$ cat src/rtl/ctrl_pkg.sv
// ---------------------------------------------------------------------------
// ctrl_pkg
// Shared definitions for the RV32 control unit:
//   - major opcode constants (OP_*)
//   - alu_op encodings (ALU_MEM / ALU_BR / ALU_FN / ALU_M)
//   - ctrl_t, the packed control bundle carried by the output register
//   - helpers telling which source registers an opcode actually reads
// ---------------------------------------------------------------------------
package ctrl_pkg;

  localparam logic [6:0] OP_R      = 7'b0110011;
  localparam logic [6:0] OP_I      = 7'b0010011;
  localparam logic [6:0] OP_LOAD   = 7'b0000011;
  localparam logic [6:0] OP_STORE  = 7'b0100011;
  localparam logic [6:0] OP_BRANCH = 7'b1100011;
  localparam logic [6:0] OP_JAL    = 7'b1101111;
  localparam logic [6:0] OP_JALR   = 7'b1100111;

  // funct7 value that marks an R-type word as an RV32M multiply/divide
  localparam logic [6:0] F7_MULDIV = 7'b0000001;

  localparam logic [1:0] ALU_MEM = 2'b00;
  localparam logic [1:0] ALU_BR  = 2'b01;
  localparam logic [1:0] ALU_FN  = 2'b10;
  localparam logic [1:0] ALU_M   = 2'b11;

  typedef struct packed {
    logic       reg_write;
    logic       alu_src;
    logic       mem_write;
    logic       mem_read;
    logic       mem_to_reg;
    logic       branch;
    logic       jump;
    logic       illegal;
    logic [1:0] alu_op;
    logic [4:0] rd;
    logic [4:0] rs1;
    logic [4:0] rs2;
    logic [2:0] funct3;
    logic [6:0] funct7;
  } ctrl_t;

  function automatic logic reads_rs1(input logic [6:0] op);
    return (op == OP_R) || (op == OP_I) || (op == OP_LOAD) ||
           (op == OP_STORE) || (op == OP_BRANCH) || (op == OP_JALR);
  endfunction

  function automatic logic reads_rs2(input logic [6:0] op);
    return (op == OP_R) || (op == OP_STORE) || (op == OP_BRANCH);
  endfunction

endpackage

$ cat src/rtl/ctrl_decode.sv
// ---------------------------------------------------------------------------
// ctrl_decode
// Purely combinational RV32 decoder. Maps one instruction word onto the
// control bundle; unknown opcodes produce illegal=1 with every control 0.
// Register/funct fields are always passed through from the word.
// Ports:
//   i_instr     [31:0] instruction word
//   o_ctrl      ctrl_t decoded control bundle
//   o_uses_rs1  instruction reads rs1
//   o_uses_rs2  instruction reads rs2
//   o_is_load   instruction is a load
// ---------------------------------------------------------------------------
module ctrl_decode
  import ctrl_pkg::*;
#(
  parameter bit ENABLE_M = 1'b0
) (
  input  logic [31:0] i_instr,
  output ctrl_t       o_ctrl,
  output logic        o_uses_rs1,
  output logic        o_uses_rs2,
  output logic        o_is_load
);

  logic [6:0] w_opcode;

  assign w_opcode   = i_instr[6:0];
  assign o_uses_rs1 = reads_rs1(w_opcode);
  assign o_uses_rs2 = reads_rs2(w_opcode);
  assign o_is_load  = (w_opcode == OP_LOAD);

  always_comb begin
    o_ctrl        = '0;
    o_ctrl.rd     = i_instr[11:7];
    o_ctrl.funct3 = i_instr[14:12];
    o_ctrl.rs1    = i_instr[19:15];
    o_ctrl.rs2    = i_instr[24:20];
    o_ctrl.funct7 = i_instr[31:25];
    case (w_opcode)
      OP_R: begin
        o_ctrl.reg_write = 1'b1;
        o_ctrl.alu_op    = (ENABLE_M && (i_instr[31:25] == F7_MULDIV)) ? ALU_M : ALU_FN;
      end
      OP_I: begin
        o_ctrl.reg_write = 1'b1;
        o_ctrl.alu_src   = 1'b1;
        o_ctrl.alu_op    = ALU_FN;
      end
      OP_LOAD: begin
        o_ctrl.reg_write  = 1'b1;
        o_ctrl.alu_src    = 1'b1;
        o_ctrl.mem_read   = 1'b1;
        o_ctrl.mem_to_reg = 1'b1;
        o_ctrl.alu_op     = ALU_MEM;
      end
      OP_STORE: begin
        o_ctrl.alu_src   = 1'b1;
        o_ctrl.mem_write = 1'b1;
        o_ctrl.alu_op    = ALU_MEM;
      end
      OP_BRANCH: begin
        o_ctrl.branch = 1'b1;
        o_ctrl.alu_op = ALU_BR;
      end
      OP_JAL: begin
        o_ctrl.reg_write = 1'b1;
        o_ctrl.jump      = 1'b1;
      end
      OP_JALR: begin
        o_ctrl.reg_write = 1'b1;
        o_ctrl.alu_src   = 1'b1;
        o_ctrl.jump      = 1'b1;
      end
      default: o_ctrl.illegal = 1'b1;
    endcase
  end

endmodule

$ cat src/rtl/control_unit_pipe.sv
// ---------------------------------------------------------------------------
// control_unit_pipe
// One-stage registered RV32 control unit with valid/ready handshakes on both
// sides, a load-use interlock that inserts one bubble, a flush input and a
// saturating bubble counter.
// Ports:
//   clk, rst                 clock, asynchronous active-high reset
//   in_valid/in_ready        input handshake for instr[31:0]
//   flush                    drop held output and pending-load state
//   out_valid/out_ready      output handshake
//   reg_write..illegal       registered 1-bit controls
//   alu_op[1:0]              registered ALU class
//   rd, rs1, rs2, funct3, funct7  registered instruction fields
//   stall_count              bubbles inserted so far (saturating)
// ---------------------------------------------------------------------------
module control_unit_pipe
  import ctrl_pkg::*;
#(
  parameter bit          ENABLE_M      = 1'b0,
  parameter bit          ENABLE_HAZARD = 1'b1,
  parameter int unsigned STALL_CNT_W   = 16
) (
  input  logic                   clk,
  input  logic                   rst,
  input  logic                   in_valid,
  output logic                   in_ready,
  input  logic [31:0]            instr,
  input  logic                   flush,
  output logic                   out_valid,
  input  logic                   out_ready,
  output logic                   reg_write,
  output logic                   alu_src,
  output logic                   mem_write,
  output logic                   mem_read,
  output logic                   mem_to_reg,
  output logic                   branch,
  output logic                   jump,
  output logic                   illegal,
  output logic [1:0]             alu_op,
  output logic [4:0]             rd,
  output logic [4:0]             rs1,
  output logic [4:0]             rs2,
  output logic [2:0]             funct3,
  output logic [6:0]             funct7,
  output logic [STALL_CNT_W-1:0] stall_count
);

  ctrl_t                  w_dec;
  logic                   w_uses_rs1;
  logic                   w_uses_rs2;
  logic                   w_is_load;
  logic                   w_slot_free;
  logic                   w_hazard;
  logic                   w_accept;

  ctrl_t                  r_ctrl;
  logic                   r_out_valid;
  logic                   r_load_pending;
  logic [4:0]             r_load_rd;
  logic [STALL_CNT_W-1:0] r_stall_cnt;

  ctrl_decode #(
    .ENABLE_M (ENABLE_M)
  ) u_decode (
    .i_instr    (instr),
    .o_ctrl     (w_dec),
    .o_uses_rs1 (w_uses_rs1),
    .o_uses_rs2 (w_uses_rs2),
    .o_is_load  (w_is_load)
  );

  assign w_slot_free = !r_out_valid || out_ready;

  // load_pending is only ever set for rd != 0, so x0 never interlocks
  assign w_hazard = ENABLE_HAZARD && r_load_pending && in_valid &&
                    ((w_uses_rs1 && (w_dec.rs1 == r_load_rd)) ||
                     (w_uses_rs2 && (w_dec.rs2 == r_load_rd)));

  // gated by rst so the handshake output also reads 0 during reset
  assign in_ready = !rst && w_slot_free && !w_hazard && !flush;
  assign w_accept = in_valid && in_ready;

  // Output register stage: accept, bubble, hold or drain
  always_ff @(posedge clk or posedge rst) begin
    if (rst) begin
      r_out_valid    <= 1'b0;
      r_ctrl         <= '0;
      r_load_pending <= 1'b0;
      r_load_rd      <= '0;
      r_stall_cnt    <= '0;
    end else if (flush) begin
      r_out_valid    <= 1'b0;
      r_load_pending <= 1'b0;
    end else if (w_slot_free) begin
      r_out_valid <= w_accept;
      if (w_accept) begin
        r_ctrl         <= w_dec;
        r_load_pending <= w_is_load && (w_dec.rd != 5'd0);
        r_load_rd      <= w_dec.rd;
      end else if (w_hazard) begin
        // bubble: the load result is available after this cycle
        r_load_pending <= 1'b0;
        if (r_stall_cnt != '1) begin
          r_stall_cnt <= r_stall_cnt + STALL_CNT_W'(1);
        end
      end
    end
  end

  assign out_valid   = r_out_valid;
  assign reg_write   = r_ctrl.reg_write;
  assign alu_src     = r_ctrl.alu_src;
  assign mem_write   = r_ctrl.mem_write;
  assign mem_read    = r_ctrl.mem_read;
  assign mem_to_reg  = r_ctrl.mem_to_reg;
  assign branch      = r_ctrl.branch;
  assign jump        = r_ctrl.jump;
  assign illegal     = r_ctrl.illegal;
  assign alu_op      = r_ctrl.alu_op;
  assign rd          = r_ctrl.rd;
  assign rs1         = r_ctrl.rs1;
  assign rs2         = r_ctrl.rs2;
  assign funct3      = r_ctrl.funct3;
  assign funct7      = r_ctrl.funct7;
  assign stall_count = r_stall_cnt;

endmodule

$ cat config.mk
export PLATFORM = sky130hd
export DESIGN_NAME = control_unit_pipe
export DESIGN_NICKNAME = d
export VERILOG_FILES = /design/src/rtl/ctrl_pkg.sv /design/src/rtl/ctrl_decode.sv /design/src/rtl/control_unit_pipe.sv
export SDC_FILE = /design/constraint.sdc
export NUM_CORES = 1
export LEC_CHECK = 0
export CAP_MARGIN = 5
export CORE_ASPECT_RATIO = 0.7
export CORE_MARGIN = 8
export CORE_UTILIZATION = 38
export DETAILED_ROUTE_END_ITERATION = 10
export GPL_TIMING_DRIVEN = 1
export MAX_ROUTING_LAYER = met4
export PLACE_DENSITY = 0.7
export SETUP_SLACK_MARGIN = 0.15
export SLEW_MARGIN = 20
export SYNTH_ARGS = -nofsm -noshare
export SYNTH_HDL_FRONTEND = slang
export SYNTH_HIERARCHICAL = 1
export SYNTH_SLANG_ARGS = --single-unit
$ cat constraint.sdc
create_clock -name clk -period 3.9 [get_ports clk]
set_clock_uncertainty 0.1 [all_clocks]
set_input_delay 0.78 -clock clk [delete_from_list [all_inputs] [get_ports clk]]
set_output_delay 0.78 -clock clk [all_outputs]
set_load 0.05 [all_outputs]
==> results.json, run 1 <==
{
  "vias": 1920,
  "post-place-ws_ps": 249.3,
  "syn_inst": 234,
  "hold_slack_ps": 407.5,
  "grt-ovfl-total": 0,
  "antenna_found_initial": 0,
  "rows": 26,
  "slowest_stage": "clkdlybuf4s50_1",
  "p_leak_nw": 1.573,
  "clockBufferDepth": 2,
  "netlist_area_mm2": 0.002746,
  "synth_seq_area_share": 0.4829,
  "synth_seq_cells": 53,
  "cp-end-kind": "output pin",
  "cts_hold_buf": 0,
  "htree_levels": 2,
  "cp-start-kind": "input pin",
  "fin_ws_ps": 307.5,
  "power_per_cell_area_mw_per_mm2": 407.8,
  "crit_type": "input pin to output pin",
  "initial_core_util": 0.3837,
  "slew_headroom": 0.5504,
  "grt_use_total": 0.1283,
  "die_w_um": 117.6,
  "status": "finished clean",
  "wirelength_um": 6230,
  "die_area_mm2": 0.01025,
  "hp-class": "flop to flop",
  "drt_pass1_iterations": 4,
  "drc_errors": 0,
  "ys_types": 36,
  "worstSkewPairLatency_ps": 300,
  "grt_pass1_vias": 2063,
  "required_ps": 3020,
  "maxCapViolCount": 0,
  "setup_tns_ps": 0,
  "layout-drive-gt1-share": 0.1860,
  "maxSlewViolCount": 0,
  "grt_pass1_wl_um": 10400,
  "cts_setup_buffers": 0,
  "crit_fanout": 5,
  "cts_sinks": 53,
  "place.gp.congestion": 0.7773,
  "ys_warn_count": 6,
  "rsz0062_at_grt": "no",
  "die_h_um": 87.13,
  "path_cells": "clkdlybuf4s50_1, nand3b_1, a2111oi_2, buf_4, nand4_1, o22a_2, and3_1, buf_4",
  "period_needed_ps": 3593,
  "nets": 339,
  "fillers": 642,
  "avgSynthCellArea_um2": 11.74,
  "syn_nets": 272,
  "routedWlPerCell_um": 15.61,
  "coreArea_mm2": 0.007157,
  "worst_pin_slew_ps": 674.3,
  "numCtsBuffers": 5,
  "viasPerCell": 4.812,
  "cts_root_buffer": "clkbuf_8",
  "fmax_ghz": 0.2784,
  "cts_tree": "done",
  "grt_util_met2": 0.1908,
  "grt_util_met1": 0.1704,
  "ant_nets": 0,
  "grt_max_degree": 55,
  "syn_to_final_growth_pct": 33.44,
  "pin_count": 90,
  "utilization": 0.5121,
  "busiest_layer": "met2",
  "peakVddDrop_mv": 0.2115,
  "critPathMostFrequentCell": "buf_4",
  "drt_iter0_drc": 107,
  "dpl.hpwl_um": 4775,
  "io_buffer_count": 89,
  "diodes": 0,
  "largest_reg_flops": 16,
  "use_met3": 0.03821,
  "hold_viol_final": 0,
  "cp.arrival_ps": 2710,
  "setup_violations": 0,
  "clk_pin_slew_ps": 90,
  "cpPeakStageDelay_ps": 430,
  "fin_crit_sh": 0.9212
}
[power by group]
group	total (mW)	internal (mW)	switching (mW)
sequential	0.642	0.605	0.0364
combinational	0.496	0.200	0.296
clock	0.357	0.187	0.170
[critical path: cells and delay by family]
family	cells	cell delay [ps]
AO/OA/AOI/OAI	2	620
buffers and inverters	3	790
AND/OR/NAND/NOR	3	530
[through the flow]
step / cell area, um2 / std cells / total power [mW]
2_1_floorplan: 2746 / 234 / 0.9807
3_3_place_gp: 3555 / 392 / 1.147
3_5_place_dp: 3555 / 392 / 1.153
4_1_cts: 3659 / 399 / 1.518
5_1_grt: 3665 / 399 / 1.563
6_report: 3665 / 399 / 1.494
[cells in the mapped netlist]
library cell / n / area share
xnor2_1: 12 / 0.038
o22a_2: 1 / 0.0036
or4_1: 2 / 0.0055
ha_1: 1 / 0.0046
mux2_4: 9 / 0.049
nand2b_1: 1 / 0.0023
nand4_4: 1 / 0.0077
inv_1: 3 / 0.0041
a21oi_2: 1 / 0.0032
o21ai_0: 2 / 0.0036
xor2_1: 13 / 0.041
nand2_1: 10 / 0.014
nor2b_1: 3 / 0.0068
nand4_1: 10 / 0.023
a21o_1: 1 / 0.0027
buf_2: 2 / 0.0036
buf_6: 4 / 0.016
nand3_1: 10 / 0.018
nand4b_1: 1 / 0.0032
and3_1: 4 / 0.0091
nor3_1: 12 / 0.022
nand3b_1: 1 / 0.0027
a21oi_1: 3 / 0.0055
nor3b_1: 1 / 0.0027
o221ai_1: 1 / 0.0032
nor2_1: 9 / 0.012
or2_4: 1 / 0.0032
o211ai_1: 1 / 0.0027
nor2_2: 1 / 0.0023
or2_1: 2 / 0.0046
dfrtp_1: 53 / 0.48
buf_4: 28 / 0.077
a2111oi_0: 1 / 0.0032
mux2_2: 27 / 0.11
a211o_1: 1 / 0.0032
or3_1: 1 / 0.0023
[per-layer routing]
layer	part of all wire	routed length [um]
met4	0.0043	27
met1	0.51	3200
met2	0.42	2637
met3	0.058	364
met5	0	0
[cells by family after synthesis]
| kind of cell | after synthesis | share of synthesized area |
|---|---|---|
| buffers and inverters | 37 | 0.1007 |
| XOR/XNOR | 25 | 0.07973 |
| multiplexers | 36 | 0.1599 |
| flip-flops | 53 | 0.4829 |
| AO/OA/AOI/OAI | 12 | 0.03098 |
| AND/OR/NAND/NOR | 70 | 0.1412 |
| adder cells (fa/ha/maj) | 1 | 0.004555 |
[worst paths after layout]
check / startpoint / endpoint / slack [ps] / cells past startpoint
max in group asynchronous: rst / reg_write$_DFFE_PP0P_ / 2290 / 3
setup reg to reg: stall_count[0]$_DFFE_PP0P_ / stall_count[1]$_DFFE_PP0P_ / 1710 / 6
min in group asynchronous: rst / stall_count[2]$_DFFE_PP0P_ / 960 / 3
hold reg to reg: alu_op[1]$_DFFE_PP0P_ / alu_op[1]$_DFFE_PP0P_ / 410 / 1
setup / recovery: instr[3] / in_ready / 310 / 8
hold / removal: alu_op[1]$_DFFE_PP0P_ / alu_op[1]$_DFFE_PP0P_ / 410 / 1
[placed cells by master (no fill, tap or decap), drive strengths merged]
cell type,count
clkdlybuf4s50,88
dfrtp,53
mux2,36
xor2,13
xnor2,12
nor3,12
nand4,11
nand3,10
nand2,10
nor2,10
buf,6
clkbuf,5
and3,4
a21oi,4
nor2b,3
inv,3
or2,3
o21ai,2
or4,2
o22a,1
nor3b,1
nand4b,1
nand2b,1
o221ai,1
o211ai,1
ha,1
clkinv,1
bufinv,1
nand3b,1
or3,1
a21o,1
a211o,1
a2111oi,1
[area by class of cell]
cell class                      count  area (um2)  area share
Tap cell                           98       122.6     0.03346
Clock inverter                      2       35.03    0.009560
Inverter                            3       11.26    0.003073
Timing Repair Buffer               94       950.9      0.2595
Clock buffer                        5       68.82     0.01878
Multi-Input combinational cell    144        1150      0.3138
Sequential cell                    53        1326      0.3619
[repair_timing]
action	CTS	global route
hold endpoints to repair	0	0
setup endpoints to repair	0	1
gates resized for setup	0	2
Power figures use the tool's default switching activity.
==> inputs of run 2 (changes only) <==
- ABC_AREA: default -> 1
- PLACE_DENSITY: 0.7 -> 0.69
==> results.json, run 2 <==
{
  "status": "finished clean",
  "grt_pass1_vias": 2521,
  "yosys.area.top_type": "dfrtp_1",
  "worst_pin_slew_ps": 587.1,
  "synth_seq_cells": 53,
  "rr_startpoint": "stall_count[0]$_DFFE_PP0P_",
  "p_seq_frac": 0.415,
  "cts_hold_buf": 0,
  "io_buffer_count": 89,
  "peakVddDrop_mv": 0.2090,
  "worstHoldEndpoint": "r_load_pending$_DFFE_PP0P_",
  "rsz0062_at_grt": "no",
  "required_ps": 3020,
  "die_w_um": 122.8,
  "post-place-ws_ps": 459.9,
  "internal_power_mw": 1.004,
  "fin_total_pwr_mw": 1.523,
  "worstSkewPairLatency_ps": 290,
  "grt_use_total": 0.1478,
  "diodes": 0,
  "placed_cells": 554,
  "hp-class": "flop to flop",
  "critPathMostFrequentCell": "nand2_1",
  "drt_pass1_iterations": 4,
  "period_needed_ps": 3441,
  "die_area_mm2": 0.01114,
  "drt_iter0_drc": 108,
  "synth_seq_area_share": 0.4375,
  "setup_violations": 0,
  "cts_sinks": 53,
  "ant_nets": 0,
  "routedWlPerCell_um": 13.85,
  "synth_commonest_cells": "157 x nand2_1, 53 x dfrtp_1, 34 x inv_1",
  "place.gp.congestion": 0.8720,
  "ys_types": 28,
  "grt_max_degree": 41,
  "nets": 498,
  "final_cell_mix": "157 x nand2_1, 88 x clkdlybuf4s50_1, 53 x dfrtp_1, 33 x inv_1, 29 x nor2_1",
  "netlist_area_mm2": 0.003032,
  "syn_inst": 399,
  "syn_nets": 437,
  "ys_warn_count": 6,
  "cp-start-kind": "input pin",
  "async_flop_share": 1.000,
  "grt-ovfl-total": 0,
  "setup_tns_ps": 0,
  "fin_crit_sh": 0.8822,
  "slowest_stage": "clkdlybuf4s50_1",
  "layout-drive-gt1-share": 0.07609,
  "clk_pin_slew_ps": 70,
  "grt_pass1_wl_um": 12950,
  "reg2reg_depth": 11,
  "synth.most_common_cell": "nand2_1",
  "htree_levels": 2,
  "netlist_top_cells_area": "dfrtp_1 44%, nand2_1 19%, buf_4 7.2%, inv_1 4.2%, nor2_1 3.6%",
  "hold_depth": 2,
  "hold_path_startpoint": "r_load_pending$_DFFE_PP0P_",
  "cts_root_buffer": "clkbuf_16",
  "fmax_ghz": 0.2906,
  "synth_edf_count": 0,
  "power_per_cell_area_mw_per_mm2": 388.4,
  "vias": 2609,
  "layout_commonest_cell": "nand2_1",
  "cp.arrival_ps": 2560,
  "p_sw_frac": 0.3406,
  "crit_fanout": 4,
  "crit_type": "input pin to output pin",
  "drc_errors": 0,
  "fin_ws_ps": 459.4,
  "utilization": 0.5025,
  "syn_to_final_growth_pct": 29.34,
  "largest_reg_flops": 16,
  "cts_resized": 0,
  "maxCapViolCount": 0,
  "p_leak_nw": 1.931,
  "cpPeakStageDelay_ps": 490,
  "synth_top_flop_cell": "dfrtp_1",
  "die_h_um": 90.73,
  "pin_count": 90,
  "viasPerCell": 4.651,
  "avgSynthCellArea_um2": 7.598,
  "p_clk_frac": 0.292,
  "post_layout_nonfiller_instances": 561,
  "hold_viol_final": 0,
  "reg2reg_slack_ps": 1830,
  "wirelength_um": 7772,
  "initial_core_util": 0.3885,
  "maxSlewViolCount": 0,
  "coreArea_mm2": 0.007804,
  "cts_setup_buffers": 0,
  "slew_headroom": 0.6080,
  "cp-end-kind": "output pin",
  "r2r_end": "stall_count[2]$_DFFE_PP0P_",
  "path_cells": "clkdlybuf4s50_1, nor2_1, nand2_1, a21o_1, nand2_1, nand2_1, nor2_1, nand3_1, nand2_2, nand2_2, nand2_4, inv_2, buf_12",
  "numCtsBuffers": 5,
  "cts_tree": "done",
  "netSwitchingPower_mw": 0.5188,
  "rows": 27,
  "synth_top_area_share": 0.4375,
  "antenna_found_initial": 0,
  "dpl.hpwl_um": 5916,
  "combPwrFrac": 0.293,
  "clockBufferDepth": 2
}
-- run 2: worst max-delay path by stage --
stage                     slack [ps]  cells past startpoint  startpoint       end
after CTS                        460                     13    instr[2]  in_ready
final                            460                     13    instr[5]  in_ready
after detailed placement         460                     13    instr[2]  in_ready
after global placement           520                     13    instr[2]  in_ready
after floorplan                 1190                     13    instr[1]  in_ready
after global routing             320                     13    instr[5]  in_ready
-- run 2: area by class of cell --
cell class	count	area [um2]
Tap cell	101	126.4
Inverter	41	157.7
Clock buffer	7	142.6
Multi-Input combinational cell	268	1252
Sequential cell	53	1326
Timing Repair Buffer	91	915.9
Fill cell	789	3882
-- run 2: metrics by stage --
step | hold slack (ps) | cell area [um2]
after floorplan | 341.1 | 3032
after CTS | 375.5 | 3921
after global routing | 403.6 | 3921
after detailed placement | 358.6 | 3779
final | 375.8 | 3921
after global placement | 352.2 | 3779
-- run 2: kinds of logic after synthesis --
| logic type | Yosys count | synth area share |
|---|---|---|
| simple gates | 227 | 0.3190 |
| buf+inv | 78 | 0.1494 |
| flops | 53 | 0.4375 |
| compound gates | 28 | 0.05530 |
| xor+xnor | 12 | 0.03467 |
| fa+ha+maj | 1 | 0.004126 |
-- run 2: critical path: cells and delay by family --
| family | cells | cell delay [ps] |
|---|---|---|
| AO/OA/AOI/OAI | 1 | 180 |
| buffers and inverters | 3 | 690 |
| AND/OR/NAND/NOR | 9 | 900 |
-- run 2: per-layer routing --
metal	global-route usage	vias to the layer above	share of wire
li1	-	1317	-
met1	0.1985	1209	0.49
met2	0.2099	79	0.42
met3	0.05184	4	0.084
met4	0.02730	0	0.0059
met5	-	-	0
-- run 2: power by group through the flow --
| stage | Combinational (mW) | Sequential [mW] | Clock [mW] |
|---|---|---|---|
| after floorplan | 0.119 | 0.814 | 0 |
| after global placement | 0.448 | 0.639 | 0 |
| after detailed placement | 0.451 | 0.642 | 0 |
| after CTS | 0.452 | 0.632 | 0.460 |
| after global routing | 0.478 | 0.640 | 0.485 |
| final | 0.447 | 0.632 | 0.445 |
==> inputs of run 3 (changes only) <==
- CAP_MARGIN: 5 -> 10
==> results of run 3 <==
Same layout as run 2: the final DEF is identical, and so are final timing and power.
